`config.mk`:
```
export PLATFORM = sky130hd
export DESIGN_NAME = rgb_pwm_driver
export DESIGN_NICKNAME = d
export VERILOG_FILES = /design/src/rtl/rgb_pwm_pkg.sv /design/src/rtl/pwm_channel.sv /design/src/rtl/rgb_pwm_driver.sv
export SDC_FILE = /design/constraint.sdc
export NUM_CORES = 1
export LEC_CHECK = 0
export CORE_MARGIN = 10
export CORE_UTILIZATION = 62
export CTS_CLUSTER_DIAMETER = 80
export DETAILED_ROUTE_END_ITERATION = 10
export HOLD_SLACK_MARGIN = 0.02
export PLACE_DENSITY_LB_ADDON = 0.05
export REMOVE_ABC_BUFFERS = 1
export SLEW_MARGIN = 10
export SYNTH_ARGS = -nofsm -noshare
export SYNTH_HDL_FRONTEND = slang
export SYNTH_SLANG_ARGS = --single-unit
export TNS_END_PERCENT = 20
```
`constraint.sdc`:
```
create_clock -name clk -period 6.03 [get_ports clk]
set_input_delay 1.809 -clock clk [delete_from_list [all_inputs] [get_ports clk]]
set_output_delay 1.809 -clock clk [all_outputs]
set_load 0.05 [all_outputs]
```
`src/rtl/rgb_pwm_pkg.sv`:
```
// Shared constants and state type for the RGB PWM driver.
// Imported by rgb_pwm_driver and pwm_channel.
package rgb_pwm_pkg;

    localparam int          CH_W    = 8;
    // Last value of the PWM counter; a period is PWM_MAX+1 = 255 ticks.
    localparam logic [7:0]  PWM_MAX = 8'd254;

    typedef enum logic {
        IDLE,
        RUN
    } state_e;

endpackage

```
`src/rtl/pwm_channel.sv`:
```
// One PWM colour channel: duty register, compare, registered output.
// Ports: clk, rst, run (driver in RUN), cnt (PWM counter),
//        load/duty_in (new duty), pwm (registered output).
module pwm_channel
    import rgb_pwm_pkg::*;
(
    input  logic            clk,
    input  logic            rst,
    input  logic            run,
    input  logic [CH_W-1:0] cnt,
    input  logic            load,
    input  logic [CH_W-1:0] duty_in,
    output logic            pwm
);

    logic [CH_W-1:0] duty_q, duty_d;
    logic            pwm_q, pwm_d;

    always_comb begin
        duty_d = load ? duty_in : duty_q;
        // Compare uses the duty that is active this cycle; a load only
        // affects the next period, so the current one completes intact.
        pwm_d  = run && (cnt < duty_q);
    end

    always_ff @(posedge clk or posedge rst) begin
        if (rst) begin
            duty_q <= '0;
            pwm_q  <= 1'b0;
        end else begin
            duty_q <= duty_d;
            pwm_q  <= pwm_d;
        end
    end

    assign pwm = pwm_q;

endmodule

```
`src/rtl/rgb_pwm_driver.sv`:
```
// Tri-colour LED PWM driver fed by the colour converter's rgb word.
// Ports: clk, rst, enable (converter strobe), rgb[23:0] (R,G,B duty),
//        pwm_r/g/b, period_start, update_pending.
module rgb_pwm_driver
    import rgb_pwm_pkg::*;
#(
    parameter int PRESCALE   = 4,
    parameter int RD_LATENCY = 1
) (
    input  logic        clk,
    input  logic        rst,
    input  logic        enable,
    input  logic [23:0] rgb,
    output logic        pwm_r,
    output logic        pwm_g,
    output logic        pwm_b,
    output logic        period_start,
    output logic        update_pending
);

    localparam int PW = (PRESCALE > 1) ? $clog2(PRESCALE) : 1;
    localparam logic [PW-1:0] PS_LAST = PW'(PRESCALE - 1);

    state_e                state_q, state_d;
    logic [RD_LATENCY-1:0] pipe_q, pipe_d;
    logic [RD_LATENCY:0]   pipe_w;
    logic [PW-1:0]         presc_q, presc_d;
    logic [CH_W-1:0]       cnt_q, cnt_d;
    logic [23:0]           pending_q, pending_d;
    logic                  upd_q, upd_d;

    logic        cap;
    logic        run;
    logic        tick;
    logic        boundary;
    logic        load;
    logic [23:0] duty_src;

    assign cap      = pipe_q[RD_LATENCY-1];
    assign run      = (state_q == RUN);
    assign tick     = run && (presc_q == PS_LAST);
    assign boundary = tick && (cnt_q == PWM_MAX);
    // A capture on the boundary clock bypasses the pending buffer.
    assign duty_src = cap ? rgb : pending_q;

    always_comb begin
        state_d   = state_q;
        presc_d   = presc_q;
        cnt_d     = cnt_q;
        pending_d = pending_q;
        upd_d     = upd_q;
        load      = 1'b0;
        pipe_w    = {pipe_q, enable};
        pipe_d    = pipe_w[RD_LATENCY-1:0];

        case (state_q)
            IDLE: begin
                presc_d = '0;
                cnt_d   = '0;
                if (cap) begin
                    load    = 1'b1;
                    state_d = RUN;
                end
            end
            RUN: begin
                presc_d = tick ? '0 : presc_q + PW'(1);
                if (tick) begin
                    cnt_d = (cnt_q == PWM_MAX) ? '0 : cnt_q + 8'd1;
                end
                if (boundary) begin
                    load  = cap || upd_q;
                    upd_d = 1'b0;
                end else if (cap) begin
                    pending_d = rgb;
                    upd_d     = 1'b1;
                end
            end
            default: state_d = IDLE;
        endcase
    end

    always_ff @(posedge clk or posedge rst) begin
        if (rst) begin
            state_q   <= IDLE;
            pipe_q    <= '0;
            presc_q   <= '0;
            cnt_q     <= '0;
            pending_q <= '0;
            upd_q     <= 1'b0;
        end else begin
            state_q   <= state_d;
            pipe_q    <= pipe_d;
            presc_q   <= presc_d;
            cnt_q     <= cnt_d;
            pending_q <= pending_d;
            upd_q     <= upd_d;
        end
    end

    pwm_channel u_ch_r (
        .clk     (clk),
        .rst     (rst),
        .run     (run),
        .cnt     (cnt_q),
        .load    (load),
        .duty_in (duty_src[23:16]),
        .pwm     (pwm_r)
    );

    pwm_channel u_ch_g (
        .clk     (clk),
        .rst     (rst),
        .run     (run),
        .cnt     (cnt_q),
        .load    (load),
        .duty_in (duty_src[15:8]),
        .pwm     (pwm_g)
    );

    pwm_channel u_ch_b (
        .clk     (clk),
        .rst     (rst),
        .run     (run),
        .cnt     (cnt_q),
        .load    (load),
        .duty_in (duty_src[7:0]),
        .pwm     (pwm_b)
    );

    assign period_start   = run && (cnt_q == '0) && (presc_q == '0);
    assign update_pending = upd_q;

endmodule

```
[Yosys cells after proc, flatten, opt, wreduce, memory -nomap -nowiden]
Cells that the tools add are included.
Storage, ports and cells
  register bits: 64
  word-level logic and storage cells: 47
  input port bits: 27
Operators by class
  reductions and logical operators: 13
  equal/unequal tests: 3
  bitwise operators: 2
  add/subtract/negate cells: 2
  $lt $le $gt $ge: 3
  multiplexer cells: 12
Operators with widths (number)
  8-bit < comparator: 3
  24-bit two-way mux: 1
  8-bit two-way mux: 2
  8-bit case mux with 2 select lines: 1
  8-bit by 1-bit adder with 8-bit output (second input constant): 1
  8-bit == test (second input constant): 1
  8-bit zero test: 1
  1-bit logical AND: 7
  1-bit two-way mux: 5
  2-bit case mux with 2 select lines: 1
  2-bit AND reduction: 2
  2-bit by 1-bit adder with 2-bit output (second input constant): 1
  2-bit == test (second input constant): 1
  2-bit zero test: 1
  2-bit two-way mux: 1
  2-bit by 1-bit != test with 1-bit output (second input constant): 1
  1-bit inverter: 2
  1-bit case mux with 2 select lines: 1
  2-bit nonzero test: 1
  1-bit logical OR: 1

[Longest topological paths before layout]
Gate-level depths: netlist (run 1).
  depth after elaboration: 5
  mapped depth: 9
  gate-level depth less buffers: 6

[Hierarchy]
From an unflattened synthesis (run 1), not the netlist that was laid out.
Second synthesis, totals
  cell total of the unflattened synthesis: 311
  area total of the unflattened synthesis: 3520.9 um2
Modules (own cells, without submodules)
  rgb_pwm_driver: sequential area each 925.9 um2, times used 1, area an instance 2037.0 um2, cells each 155
  pwm_channel at u_ch_b ...: sequential area each 225.2 um2, times used 2, area an instance 493.0 um2, cells each 52
  pwm_channel at u_ch_r: sequential area each 225.2 um2, times used 1, area an instance 498.0 um2, cells each 52

[Least setup slack after synthesis (run 1)]
No wires, ideal clock.
  kind: register to output
  start point: register cnt_q[3]
  end point: output port period_start
  arrival time: 2.548 ns
  cell stages (with the launch flop): 5
  slack: 1.673 ns
  path buffers: 1
  cells stage by stage: dfrtp_1 > buf_2 > nor4_1 > nand3_1 > nor4b_1
On the way
  longest elaborated chain between the ends: 3
RTL lines
  start, declared: RTL line rgb_pwm_driver.sv:28  | logic [CH_W-1:0] cnt_q, cnt_d;
  start signal, assigned: RTL line rgb_pwm_driver.sv:94  | cnt_q <= cnt_d;
  8-bit zero test: RTL line rgb_pwm_driver.sv:130  | assign period_start = run && (cnt_q == '0) && (presc_q == '0);
  1-bit logical AND (2 in a row): RTL line rgb_pwm_driver.sv:130
  end, declared: RTL line rgb_pwm_driver.sv:17  | output logic period_start,
Every way passes these cells.

[Worst setup path after layout (run 1)]
  start point: register cnt_q[2]
  end point: output port period_start
Same word-level chain as after synthesis.

==> results of run 1 <==
placed cells by master (no fill, tap or decap), types with 2 or more instances in the layout:
master / n
a21boi_0: 5
nand4_4: 2
nor3b_1: 4
nor3_1: 7
ha_1: 26
buf_4: 3
a21oi_1: 54
mux2i_1: 25
a211oi_1: 4
dfrtp_1: 64
nand2_1: 5
mux2_2: 23
o21ai_0: 8
o211ai_1: 4
nor2_1: 3
mux2_4: 2
nand2b_1: 2
clkbuf_8: 13
or2_2: 2
clkdlybuf4s50_1: 31
inv_1: 26
and2_1: 2
a21o_1: 2
nand3_1: 4
nor4_1: 7
nor2_4: 2
where the power goes:
part           switching (mW)  internal (mW)  total (mW)
sequential             0.0843          0.497       0.581
clock                   0.158          0.236       0.394
combinational           0.162          0.155       0.318
final timing paths:
kind / to / slack, ns / cells past startpoint
max: period_start / 1.70 / 4
min: presc_q[0] / 0.47 / 1
max reg2reg: u_ch_g.duty_q[6] / 3.16 / 6
min reg2reg: presc_q[0] / 0.47 / 1
max in group asynchronous: u_ch_b.duty_q[3] / 3.38 / 3
min in group asynchronous: pending_q[12] / 1.73 / 2
cells by family (layout without fill, tap and decap cells):
group,count (synthesis),count (layout),share of synthesized area
AO/OA/AOI/OAI,83,83,0.138
flip-flops,64,64,0.463
AND/OR/NAND/NOR,46,46,0.0887
adder cells (fa/ha/maj),26,26,0.0941
multiplexers,50,50,0.156
buffers and inverters,44,77,0.0601
Yosys cell counts (2+ instances only):
cell type,n,area [sq um]
inv_1,27,101
nor3b_1,4,30.0
o211ai_1,4,30.0
a21boi_0,5,37.5
a211oi_1,4,30.0
or2_2,2,12.5
and2_1,2,12.5
ha_1,26,325
o21ai_0,8,40.0
a21oi_1,54,270
clkbuf_1,5,18.8
dfrtp_1,64,1600
buf_6,4,45.0
nand4_4,2,42.5
buf_2,7,35.0
nor3_1,7,35.0
nand2b_1,2,12.5
nor2_4,2,22.5
mux2_2,23,259
nand3_1,4,20.0
a21o_1,2,15.0
mux2_4,2,30.0
nand2_1,5,18.8
nor2_1,3,11.3
mux2i_1,25,250
nor4_1,7,43.8
critical path, cell delays in order, from the launching register on:
cell and delay (ns):
dfrtp_1 0.55, nor4_1 0.33, nand3_1 0.11, nor4b_1 0.33, clkdlybuf4s50_1 0.87
through the flow:
step / instance area [sq um] / instances / hold WS, ns
CTS: 3990 / 418 / 0.474
global placement: 3770 / 402 / 0.446
finish: 3990 / 418 / 0.474
detailed placement: 3770 / 402 / 0.467
global route: 3990 / 418 / 0.489
floorplan: 3350 / 296 / 0.436
area by class of cell:
type / count / area (sq um)
multi-input combinational: 205 / 1650
sequential: 64 / 1600
fill: 417 / 1480
timing repair buffer: 34 / 333
clock buffer: 14 / 183
inverter: 27 / 101
tap: 72 / 90.1
clock inverter: 2 / 35.0
flip-flops by register name (all words and copies together) (netlist names):
name	flops
u_ch_r.pwm	1
u_ch_g.duty_q	8
u_ch_b.pwm	1
u_ch_r.duty_q	8
cap	1
run	1
pending_q	24
u_ch_b.duty_q	8
u_ch_g.pwm	1
cnt_q	8
presc_q	2
update_pending	1
layer usage:
metal	vias up	global-route usage
met5	-	0
met4	0	0.0761
met3	16	0.0381
met2	43	0.268
met1	1178	0.199
li1	1194	-
==> results.toml, run 1 <==
[drt]
viasPerCell = 5.82
drt_wl_total_um = 6830
route.detailed.drc = 0
dr.max_layer_used = "met4"
wl_per_cell_um = 16.3
drt_first_pass_iters = 5
routedLengthMet1_um = 3150
drt_iter0_drc = 98
vias = 2431
dr_wl_met2_um = 3250
wl_met3_um = 268
ant_nets = 0

[final_layout]
drive_above_1_share = 0.147
diodes = 0
syn2layout_area_growth_pct = 15.5
layout.nets = 394
final_util = 0.729

[logic_synthesis]
ys_ff_latch = 64
syn_avg_cell_area_sq_um = 11.0
yosysUniqueCellTypes = 39
synthFlopType = "dfrtp_1"
ys_async_sr_fraction = 1.00
syn-cell-area_sq_um = 3460
yosysSeqAreaShare = 0.463
synth_warnings = 0
synth_cells = 313
synth-edff-count = 0

[floorplanning]
fp.coreArea_sq_um = 5470
io_pins = 32
num_rows = 27
die_area_sq_um = 8960
die_y_um = 94.7
die_x_um = 94.7
start_util = 0.632

[min_path]
hp-start = "presc_q[0]"
hold_class = "reg -> reg"

[cts]
cts_resized = 0
root_buffer = "clkbuf_8"
cts_tree = "yes"
cts_buffers = 9
htreeDepth = 3
clock-sinks = 64
cts_hold_buffers = 0
clk_pin_slew_ns = 0.06
post-cts-setup-buffers = 0
cts_buffer_depth = 2
clock_latency_ns = 0.34

[global_routing]
grt_overflow = 0
grt_pass1_wl_um = 11600
grt_start_max_net_pins = 50
grt_use_total = 0.163
antenna_found_initial = 0
first_global_vias = 2495

[worst_setup_path]
path_max_fanout = 12
crit_type = "reg -> out"
worstPathRequired_ns = 4.22
cp-end-kind = "primary output"
worstSetupStartpoint = "cnt_q[2]"
reg2reg_from = "cnt_q[0]"
crit_arrival_ns = 2.52
start_kind = "flop"

[power_and_ir_drop]
total_power_mw = 1.29
ir_drop_mv = 0.190
leakage_nw = 1.83
pwr_density_cell_nw_per_um2 = 324

[timing]
final.setup.tns_ns = 0
final.period_utilization = 0.718
rsz0062_at_grt = "false"
setup_viol_count_final = 0
drv_slew = 0
fmax_ghz = 0.231
worst_slew_pin_slew_ns = 0.898
min_period_ns = 4.33
hold_violations = 0
relSlewSlack = 0.401
skew_ns = 0.00878
finalWorstSetupSlack_ns = 1.70

[placement]
place_ws_ns = 2.04
place_congestion = 0.810
port_buffers = 31
dp_hpwl_um = 4810

[flow_run]
maxCapViolations = 0

[run_status]
status = "finished clean"
Power figures use the tool's default switching activity.
==> run 2, diff against run 1 <==
Settings changed: CORE_UTILIZATION 62 to 52.
Clock period 6.03 ns to 3.8 ns, I/O delays scaled along.
==> run 2 against run 1 <==
Compared with the run above: register-to-register slack got worse by 1.8 ns; largest power group unchanged; flip-flop and latch count did not move; first-iteration DRC count rose by 24%; cell area rose by 1.1%; count of clock-buffer cells in the layout did not move.
==> results.toml, run 2 (synthesis gave the netlist of run 1 again) <==
[global_routing]
first_global_vias = 2468
antenna_found_initial = 0
grt_overflow = 0
grt_pass1_wl_um = 12200
grt_start_max_net_pins = 26
grt_use_total = 0.149

[worst_setup_path]
cp-end-kind = "primary output"
worstPathRequired_ns = 2.66
start_kind = "flop"
crit_arrival_ns = 2.50
crit_type = "reg -> out"
path_max_fanout = 8

[timing]
final.period_utilization = 0.958
worst_slew_pin_slew_ns = 0.935
hold_violations = 0
setup_viol_count_final = 0
final.setup.tns_ns = 0
relSlewSlack = 0.377
min_period_ns = 3.64
fmax_ghz = 0.275
rsz0062_at_grt = "false"
skew_ns = 0.0109
drv_slew = 0

[final_layout]
regMostFlops = "pending_q"
stdcell_area_sq_um = 4040
final_cell_mix = "64 x dfrtp_1, 54 x a21oi_1, 31 x clkdlybuf4s50_1, 26 x inv_1, 26 x ha_1"
drive_above_1_share = 0.160
syn2layout_area_growth_pct = 16.7
largest_register_ffs = 24
final_common_cell = "dfrtp_1"
layout.nets = 399
diodes = 0

[floorplanning]
num_rows = 29
fp.coreArea_sq_um = 6390
die_area_sq_um = 10300
die_y_um = 102
io_pins = 32
start_util = 0.541
die_x_um = 102

[power_and_ir_drop]
pwr_density_cell_nw_per_um2 = 513
leakage_nw = 1.85
ir_drop_mv = 0.397

[drt]
vias = 2405
drt_wl_total_um = 7060
drt_first_pass_iters = 4
route.detailed.drc = 0
viasPerCell = 5.62
ant_nets = 0
drt_iter0_drc = 122
wl_per_cell_um = 16.5

[run_status]
status = "finished clean"

[cts]
clock_latency_ns = 0.34
post-cts-setup-buffers = 0
clk_pin_slew_ns = 0.08
cts_resized = 0
cts_tree = "yes"
htreeDepth = 3
cts_hold_buffers = 0
cts_buffer_depth = 2
cts_buffers = 9
clock-sinks = 64
root_buffer = "clkbuf_8"

[placement]
place_congestion = 0.878
port_buffers = 31
dp_hpwl_um = 4940
postPlaceCellArea_sq_um = 3820

[flow_run]
maxCapViolations = 0

[min_path]
hold_class = "reg -> reg"
run 2: changes by cell type in the layout (fill, tap and decap cells not counted):
cell and change:
buf_4 +5
run 2: layer usage:
metal | global-route usage | share of wire | up-vias
met2 | 0.223 | 0.45 | 41
met4 | 0.0600 | 0.020 | 0
met1 | 0.206 | 0.50 | 1156
met5 | 0 | 0 | -
li1 | - | - | 1198
met3 | 0.0313 | 0.031 | 10
run 2: final cells by class:
cell class              instances  area, sq um
clock buffers                  14          183
flip-flops and latches         64         1600
well taps                      77         96.3
multi-input cells             205         1650
clock inverters                 2         35.0
fillers                       542         2350
repair buffers                 39          370
inverters                      27          101
run 2: stage by stage:
step                       util  setup slack (ns)  total power, mW  hold WS (ns)  std cells
after detailed placement  0.598             0.560             1.44         0.460        412
after CTS                 0.632             0.179             2.08         0.470        428
after global routing      0.632          0.000359             2.21         0.494        428
after floorplan               -             0.157             1.27         0.436        296
after global placement    0.598             0.618             1.43         0.447        412
final                     0.632             0.160             2.07         0.463        428
run 2: path summary, 6_finish.rpt:
path	slack [ns]	start	cells after the start	to
worst min-delay path	0.46	presc_q[0]	1	presc_q[0]
max in group asynchronous	2.00	rst	3	cnt_q[4]
min in group asynchronous	1.13	rst	2	pending_q[17]
worst min register to register	0.46	presc_q[0]	1	presc_q[0]
worst max register to register	1.40	cnt_q[0]	6	u_ch_b.duty_q[6]
worst max-delay path	0.16	cnt_q[6]	4	period_start
run 2: critical path, cell delays in order, from the launching register on:
cell             delay, ns
dfrtp_1               0.49
nor4_1                0.29
nand3_1               0.12
nor4b_1               0.38
clkdlybuf4s50_1       0.89
run 2: where the power goes:
group          leakage, nW  switching [mW]  internal, mW
clock                0.113           0.268         0.374
sequential           0.729           0.111         0.789
combinational         1.01           0.274         0.253
total                 1.85           0.653          1.42
